<file path="config.mk">
export PLATFORM = sky130hd
export DESIGN_NAME = time_display_driver
export DESIGN_NICKNAME = d
export VERILOG_FILES = /design/src/rtl/time_display_driver.sv
export SDC_FILE = /design/constraint.sdc
export NUM_CORES = 1
export LEC_CHECK = 0
export CAP_MARGIN = 10
export CORE_UTILIZATION = 45
export DETAILED_ROUTE_END_ITERATION = 16
export PLACE_DENSITY = 0.62
export SLEW_MARGIN = 20
export SYNTH_ARGS = -nofsm -noshare
export SYNTH_HDL_FRONTEND = slang
export SYNTH_SLANG_ARGS = --single-unit
</file>
<file path="constraint.sdc">
create_clock -name kh_clk -period 7 [get_ports kh_clk]
set_input_delay 2.1 -clock kh_clk [delete_from_list [all_inputs] [get_ports kh_clk]]
set_output_delay 2.1 -clock kh_clk [all_outputs]
set_load 0.005 [all_outputs]
</file>
<file path="src/rtl/time_display_driver.sv">
// Time-word to 4-digit multiplexed 7-segment driver: sequential binary-to-BCD
// conversion of the selected field pair, atomic digit commit, free-running scan.
module time_display_driver #(
    parameter int unsigned SCAN_DIV = 1
) (
    input  logic        kh_clk,
    input  logic        reset_n,
    input  logic [26:0] disp_time,
    input  logic        sel_hm,
    input  logic        show_12,
    output logic [3:0]  an,
    output logic [6:0]  seg,
    output logic        dp,
    output logic        busy
);

    typedef enum logic [1:0] {
        IDLE    = 2'd0,
        CONV_HI = 2'd1,
        CONV_LO = 2'd2,
        COMMIT  = 2'd3
    } state_t;

    localparam logic [7:0] DIV_LAST = 8'(SCAN_DIV - 1);
    localparam logic [6:0] SEG_DASH = 7'b0111111;

    function automatic logic [6:0] seg_encode(input logic [3:0] digit);
        logic [6:0] pat;
        case (digit)
            4'd0:    pat = 7'b1000000;
            4'd1:    pat = 7'b1111001;
            4'd2:    pat = 7'b0100100;
            4'd3:    pat = 7'b0110000;
            4'd4:    pat = 7'b0011001;
            4'd5:    pat = 7'b0010010;
            4'd6:    pat = 7'b0000010;
            4'd7:    pat = 7'b1111000;
            4'd8:    pat = 7'b0000000;
            4'd9:    pat = 7'b0010000;
            default: pat = 7'b1111111;
        endcase
        return pat;
    endfunction

    state_t      r_state;
    state_t      w_state_nxt;
    logic        w_start;

    logic [14:0] r_key;
    logic        r_pend;
    logic [5:0]  r_val;
    logic [3:0]  r_tens;
    logic [2:0]  r_cnt;
    logic [5:0]  r_lo_in;
    logic [3:0]  r_hi_t;
    logic [3:0]  r_hi_o;
    logic        r_valid_pend;
    logic        r_colon_pend;
    logic [3:0]  r_dig3;
    logic [3:0]  r_dig2;
    logic [3:0]  r_dig1;
    logic [3:0]  r_dig0;
    logic        r_valid;
    logic        r_colon;
    logic        r_busy;

    logic [7:0]  r_div;
    logic [1:0]  r_idx;
    logic [3:0]  r_an;
    logic [6:0]  r_seg;
    logic        r_dp;

    logic [4:0]  w_hr;
    logic [5:0]  w_min;
    logic [5:0]  w_sec;
    logic        w_unused_ms;
    logic [5:0]  w_hi_field;
    logic [5:0]  w_lo_field;
    logic [5:0]  w_hi_val;
    logic [14:0] w_key;
    logic        w_valid;
    logic        w_colon;
    logic        w_ge10;
    logic [5:0]  w_val_step;
    logic [3:0]  w_tens_step;
    logic        w_last_step;

    assign w_hr        = disp_time[26:22];
    assign w_min       = disp_time[21:16];
    assign w_sec       = disp_time[15:10];
    assign w_unused_ms = ^disp_time[9:0];

    // sec[0] joins the key in HH:MM mode only, so the colon blink re-commits there
    assign w_hi_field = sel_hm ? {1'b0, w_hr} : w_min;
    assign w_lo_field = sel_hm ? w_min : w_sec;
    assign w_key      = {sel_hm, show_12, w_hi_field, w_lo_field, sel_hm & w_sec[0]};
    assign w_valid    = sel_hm ? ((w_hr <= 5'd23) && (w_min <= 6'd59))
                               : ((w_min <= 6'd59) && (w_sec <= 6'd59));
    assign w_hi_val   = (sel_hm && show_12 && (w_hr == 5'd0)) ? 6'd12 : w_hi_field;
    assign w_colon    = sel_hm ? ~w_sec[0] : 1'b1;

    assign w_ge10      = (r_val >= 6'd10);
    assign w_val_step  = w_ge10 ? (r_val - 6'd10) : r_val;
    assign w_tens_step = w_ge10 ? (r_tens + 4'd1) : r_tens;
    assign w_last_step = (r_cnt == 3'd5);

    // FSM state register
    always_ff @(posedge kh_clk or negedge reset_n) begin
        if (!reset_n) begin
            r_state <= IDLE;
        end else begin
            r_state <= w_state_nxt;
        end
    end

    // FSM next-state; the IDLE cycle holding r_pend is the latch cycle
    always_comb begin
        w_state_nxt = r_state;
        w_start     = 1'b0;
        case (r_state)
            IDLE: begin
                if (r_pend) begin
                    w_state_nxt = CONV_HI;
                end else if (w_key != r_key) begin
                    w_start = 1'b1;
                end else begin
                    w_state_nxt = IDLE;
                end
            end
            CONV_HI: begin
                if (w_last_step) begin
                    w_state_nxt = CONV_LO;
                end else begin
                    w_state_nxt = CONV_HI;
                end
            end
            CONV_LO: begin
                if (w_last_step) begin
                    w_state_nxt = COMMIT;
                end else begin
                    w_state_nxt = CONV_LO;
                end
            end
            COMMIT:  w_state_nxt = IDLE;
            default: w_state_nxt = IDLE;
        endcase
    end

    // Snapshot, repeated-subtraction converter and atomic digit commit
    always_ff @(posedge kh_clk or negedge reset_n) begin
        if (!reset_n) begin
            r_key        <= 15'h7FFF;
            r_pend       <= 1'b0;
            r_val        <= 6'd0;
            r_tens       <= 4'd0;
            r_cnt        <= 3'd0;
            r_lo_in      <= 6'd0;
            r_hi_t       <= 4'd0;
            r_hi_o       <= 4'd0;
            r_valid_pend <= 1'b1;
            r_colon_pend <= 1'b1;
            r_dig3       <= 4'd0;
            r_dig2       <= 4'd0;
            r_dig1       <= 4'd0;
            r_dig0       <= 4'd0;
            r_valid      <= 1'b1;
            r_colon      <= 1'b1;
            r_busy       <= 1'b0;
        end else begin
            case (r_state)
                IDLE: begin
                    if (w_start) begin
                        r_key        <= w_key;
                        r_val        <= w_hi_val;
                        r_lo_in      <= w_lo_field;
                        r_valid_pend <= w_valid;
                        r_colon_pend <= w_colon;
                        r_tens       <= 4'd0;
                        r_cnt        <= 3'd0;
                        r_pend       <= 1'b1;
                        r_busy       <= 1'b1;
                    end else begin
                        r_pend <= 1'b0;
                    end
                end
                CONV_HI: begin
                    if (w_last_step) begin
                        r_hi_t <= w_tens_step;
                        r_hi_o <= w_val_step[3:0];
                        r_val  <= r_lo_in;
                        r_tens <= 4'd0;
                        r_cnt  <= 3'd0;
                    end else begin
                        r_val  <= w_val_step;
                        r_tens <= w_tens_step;
                        r_cnt  <= r_cnt + 3'd1;
                    end
                end
                CONV_LO: begin
                    r_val  <= w_val_step;
                    r_tens <= w_tens_step;
                    if (w_last_step) begin
                        r_cnt <= 3'd0;
                    end else begin
                        r_cnt <= r_cnt + 3'd1;
                    end
                end
                COMMIT: begin
                    r_dig3  <= r_hi_t;
                    r_dig2  <= r_hi_o;
                    r_dig1  <= r_tens;
                    r_dig0  <= r_val[3:0];
                    r_valid <= r_valid_pend;
                    r_colon <= r_colon_pend;
                    r_busy  <= 1'b0;
                end
                default: begin
                    r_pend <= 1'b0;
                    r_busy <= 1'b0;
                end
            endcase
        end
    end

    // During COMMIT the scan reads the pending result so it lands with busy falling
    logic       w_commit;
    logic [3:0] w_src_dig;
    logic       w_src_valid;
    logic       w_src_colon;
    logic [3:0] w_an_nxt;
    logic [6:0] w_seg_nxt;
    logic       w_dp_nxt;

    assign w_commit    = (r_state == COMMIT);
    assign w_src_valid = w_commit ? r_valid_pend : r_valid;
    assign w_src_colon = w_commit ? r_colon_pend : r_colon;

    // Digit selection for the current scan slot
    always_comb begin
        w_src_dig = 4'd0;
        case (r_idx)
            2'd0:    w_src_dig = w_commit ? r_val[3:0] : r_dig0;
            2'd1:    w_src_dig = w_commit ? r_tens     : r_dig1;
            2'd2:    w_src_dig = w_commit ? r_hi_o     : r_dig2;
            2'd3:    w_src_dig = w_commit ? r_hi_t     : r_dig3;
            default: w_src_dig = 4'd0;
        endcase
    end

    assign w_an_nxt  = ~(4'b0001 << r_idx);
    assign w_seg_nxt = w_src_valid ? seg_encode(w_src_dig) : SEG_DASH;
    assign w_dp_nxt  = ~((r_idx == 2'd2) && w_src_colon);

    // Free-running scan and registered display pins
    always_ff @(posedge kh_clk or negedge reset_n) begin
        if (!reset_n) begin
            r_div <= 8'd0;
            r_idx <= 2'd0;
            r_an  <= 4'b1111;
            r_seg <= 7'b1111111;
            r_dp  <= 1'b1;
        end else begin
            r_an  <= w_an_nxt;
            r_seg <= w_seg_nxt;
            r_dp  <= w_dp_nxt;
            if (r_div == DIV_LAST) begin
                r_div <= 8'd0;
                r_idx <= r_idx + 2'd1;
            end else begin
                r_div <= r_div + 8'd1;
            end
        end
    end

    assign an   = r_an;
    assign seg  = r_seg;
    assign dp   = r_dp;
    assign busy = r_busy;

endmodule

</file>
==> impl_metrics.json <==
{
  "routabilityCongestion": 0.871,
  "nets": 525,
  "cts_made_buffers": 9,
  "die_w_um": 105,
  "min-delay-start": "r_hi_o[0]",
  "fp.dieArea_um2": 11100,
  "synth-edff-count": 0,
  "synthFlopType": "dfrtp_1",
  "antenna_found_initial": 0,
  "fillCellCount": 945,
  "synth-async-reset-ratio_pct": 100,
  "diodes": 0,
  "cts_tree": "built",
  "status": "complete, no violations",
  "coreArea_um2": 10300,
  "ctsHtreeMaxLevel": 3,
  "clock-sinks": 88,
  "fin_tns_setup_ns": 0,
  "drc": 0,
  "setup_violations": 0,
  "wire_per_inst_um": 15.9,
  "clock_latency_ns": 0.37,
  "area_growth_pct": 12.0,
  "route.met2.wl_um": 4560,
  "portBuffers": 33,
  "routed-wl-met3_um": 298,
  "cts_resized": 0,
  "path_clk_slew_ns": 0.08,
  "layout_commonest_cell": "dfrtp_1",
  "fmax_mhz": 193,
  "ant_nets": 0,
  "ys_seq_elements": 88,
  "wl_met1_um": 4770,
  "first_iter_violations": 160,
  "cp.arrival_ns": 5.42,
  "clock-root-buffer": "clkbuf_8",
  "cp-startpoint": "sel_hm",
  "period_needed_ns": 5.17,
  "drive_above_1_share_pct": 16.7,
  "min_path_type": "register to register",
  "syn-num-nets": 498,
  "grt-ovfl-total": 0,
  "final_area_um2": 5390,
  "pwr_density_cell_nw_per_um2": 400,
  "mostFrequentLayoutCells": "dfrtp_1 (57), inv_1 (33), clkdlybuf4s50_1 (32), dfstp_2 (31), nand2_1 (26)",
  "routed_via_density": 5.48,
  "ir_drop_uv": 174,
  "fp.dieH_um": 105,
  "synth_area_per_cell_um2": 10.8,
  "path_max_fanout": 23,
  "worstSetupStartpointType": "primary input",
  "placed_cell_area_um2": 5220,
  "rsz0062_at_grt": "false",
  "start_util_pct": 46.6,
  "post-dp-hpwl_um": 6960,
  "cts_hold_buf": 0,
  "dr.pass1.iters": 4,
  "std_cell_rows": 37,
  "slew_headroom_pct": 31.0,
  "tightestPinTransition_ns": 1.03,
  "first_global_vias": 3416,
  "ys.warnings.count": 0,
  "io_pins": 44,
  "required_ns": 7.25,
  "highest_layer": "met4",
  "clock_path_buffers": 2,
  "grt_max_degree": 58,
  "netlist_instances": 447,
  "p_leak_uw": 0.00228,
  "crit_type": "primary input to register",
  "grtUsageTotal_pct": 19.2,
  "yosysSeqAreaShare_pct": 46.6,
  "min_period_over_period_pct": 73.8,
  "reg2reg_from": "r_state[0]",
  "max_cap_violations": 0,
  "hold_viol": 0,
  "post-cts-setup-buffers": 0,
  "endpoint_kind": "register",
  "grt_pass1_wl_um": 16700,
  "synth.distinct_cells": 65,
  "syn_area_um2": 4810,
  "wirelength_um": 9750,
  "via_count": 3372,
  "finClkSkew_ns": 0.0120,
  "slew_violations": 0
}
==> worst max-delay path, stage by stage <==
cell             delay, ns
clkdlybuf4s50_1       0.95
nand2b_1              0.45
a221oi_1              0.37
nand4_1               0.19
o41a_1                0.69
nand2_8               0.30
mux2_1                0.35
==> kinds of logic (layout without fill, tap and decap cells) <==
| logic type | Yosys count | after routing | synth area share (%) |
|---|---|---|---|
| buffers and inverters | 56 | 88 | 5.23 |
| adder cells (fa/ha/maj) | 20 | 20 | 5.20 |
| flip-flops | 88 | 88 | 46.6 |
| AO/OA/AOI/OAI | 97 | 97 | 13.8 |
| multiplexers | 62 | 62 | 14.0 |
| XOR/XNOR | 25 | 25 | 4.55 |
| AND/OR/NAND/NOR | 99 | 99 | 10.7 |
==> path summary, 6_finish.rpt <==
check	endpoint	slack, ns	cells past startpoint
worst max register to register	seg[3]	3.86	9
worst min register to register	r_hi_o[0]	0.48	2
max in group asynchronous	r_div[5]	4.29	2
min in group asynchronous	r_cnt[2]	1.67	1
worst min-delay path	r_hi_o[0]	0.48	2
worst max-delay path	r_lo_in[2]	1.83	7
==> flip-flops by register name, summed over array words and instances, names as in the netlist, 6 cells and up, named ones only <==
| name | flops |
|---|---|
| r_val | 6 |
| r_key | 15 |
| r_div | 8 |
| seg | 7 |
| r_lo_in | 6 |
==> final cells by class <==
type                    count  area (um2)  share of cell area, %
flip-flops and latches     88        2240                   41.6
well taps                 136         170                   3.16
multi-input cells         303        2320                   43.0
clock inverters             6        43.8                  0.812
repair buffers             37         358                   6.64
clock buffers              10         128                   2.37
inverters                  35         131                   2.44
==> cell usage after synthesis, drive strengths merged (4+ instances only) <==
cell | count | area [um2]
dfrtp | 57 | 1430
mux2 | 38 | 428
inv | 33 | 124
dfstp | 31 | 815
nand2 | 27 | 118
o21ai | 25 | 125
mux2i | 24 | 244
nor2 | 23 | 86.3
ha | 20 | 250
a21oi | 19 | 95.1
xnor2 | 14 | 123
clkbuf | 11 | 41.3
nand3 | 11 | 55.1
xor2 | 11 | 96.3
buf | 10 | 78.8
a31oi | 8 | 50.1
nor2b | 8 | 50.1
nand2b | 7 | 43.8
o22ai | 5 | 31.3
a221o | 4 | 40.0
a221oi | 4 | 41.3
a222oi | 4 | 40.0
nor3 | 4 | 25.0
==> stage by stage <==
stage / std cells / total power [uW] / hold WS, ns / setup slack [ns] / util, %
after floorplan: 447 / 1600 / 0.440 / 2.96 / -
after global placement: 599 / 1820 / 0.460 / 1.52 / 50.6
after detailed placement: 599 / 1850 / 0.461 / 1.47 / 50.6
after CTS: 615 / 2180 / 0.483 / 1.86 / 52.2
after global routing: 615 / 2330 / 0.507 / 1.66 / 52.2
final: 615 / 2160 / 0.480 / 1.83 / 52.2
==> power by group <==
group | switching (uW) | internal [uW] | leakage (uW) | total (uW)
Clock | 186 | 132 | 0.0000875 | 317
Combinational | 531 | 423 | 0.00116 | 954
Sequential | 128 | 757 | 0.00103 | 885
Total | 844 | 1310 | 0.00228 | 2160
==> routing by layer <==
layer  track usage (%)  up-vias
met1              26.0     1651
met2              30.4       58
met4              7.65        0
met5                 0        -
met3              3.65       11
li1                  -     1652
Power figures use the tool's default switching activity.
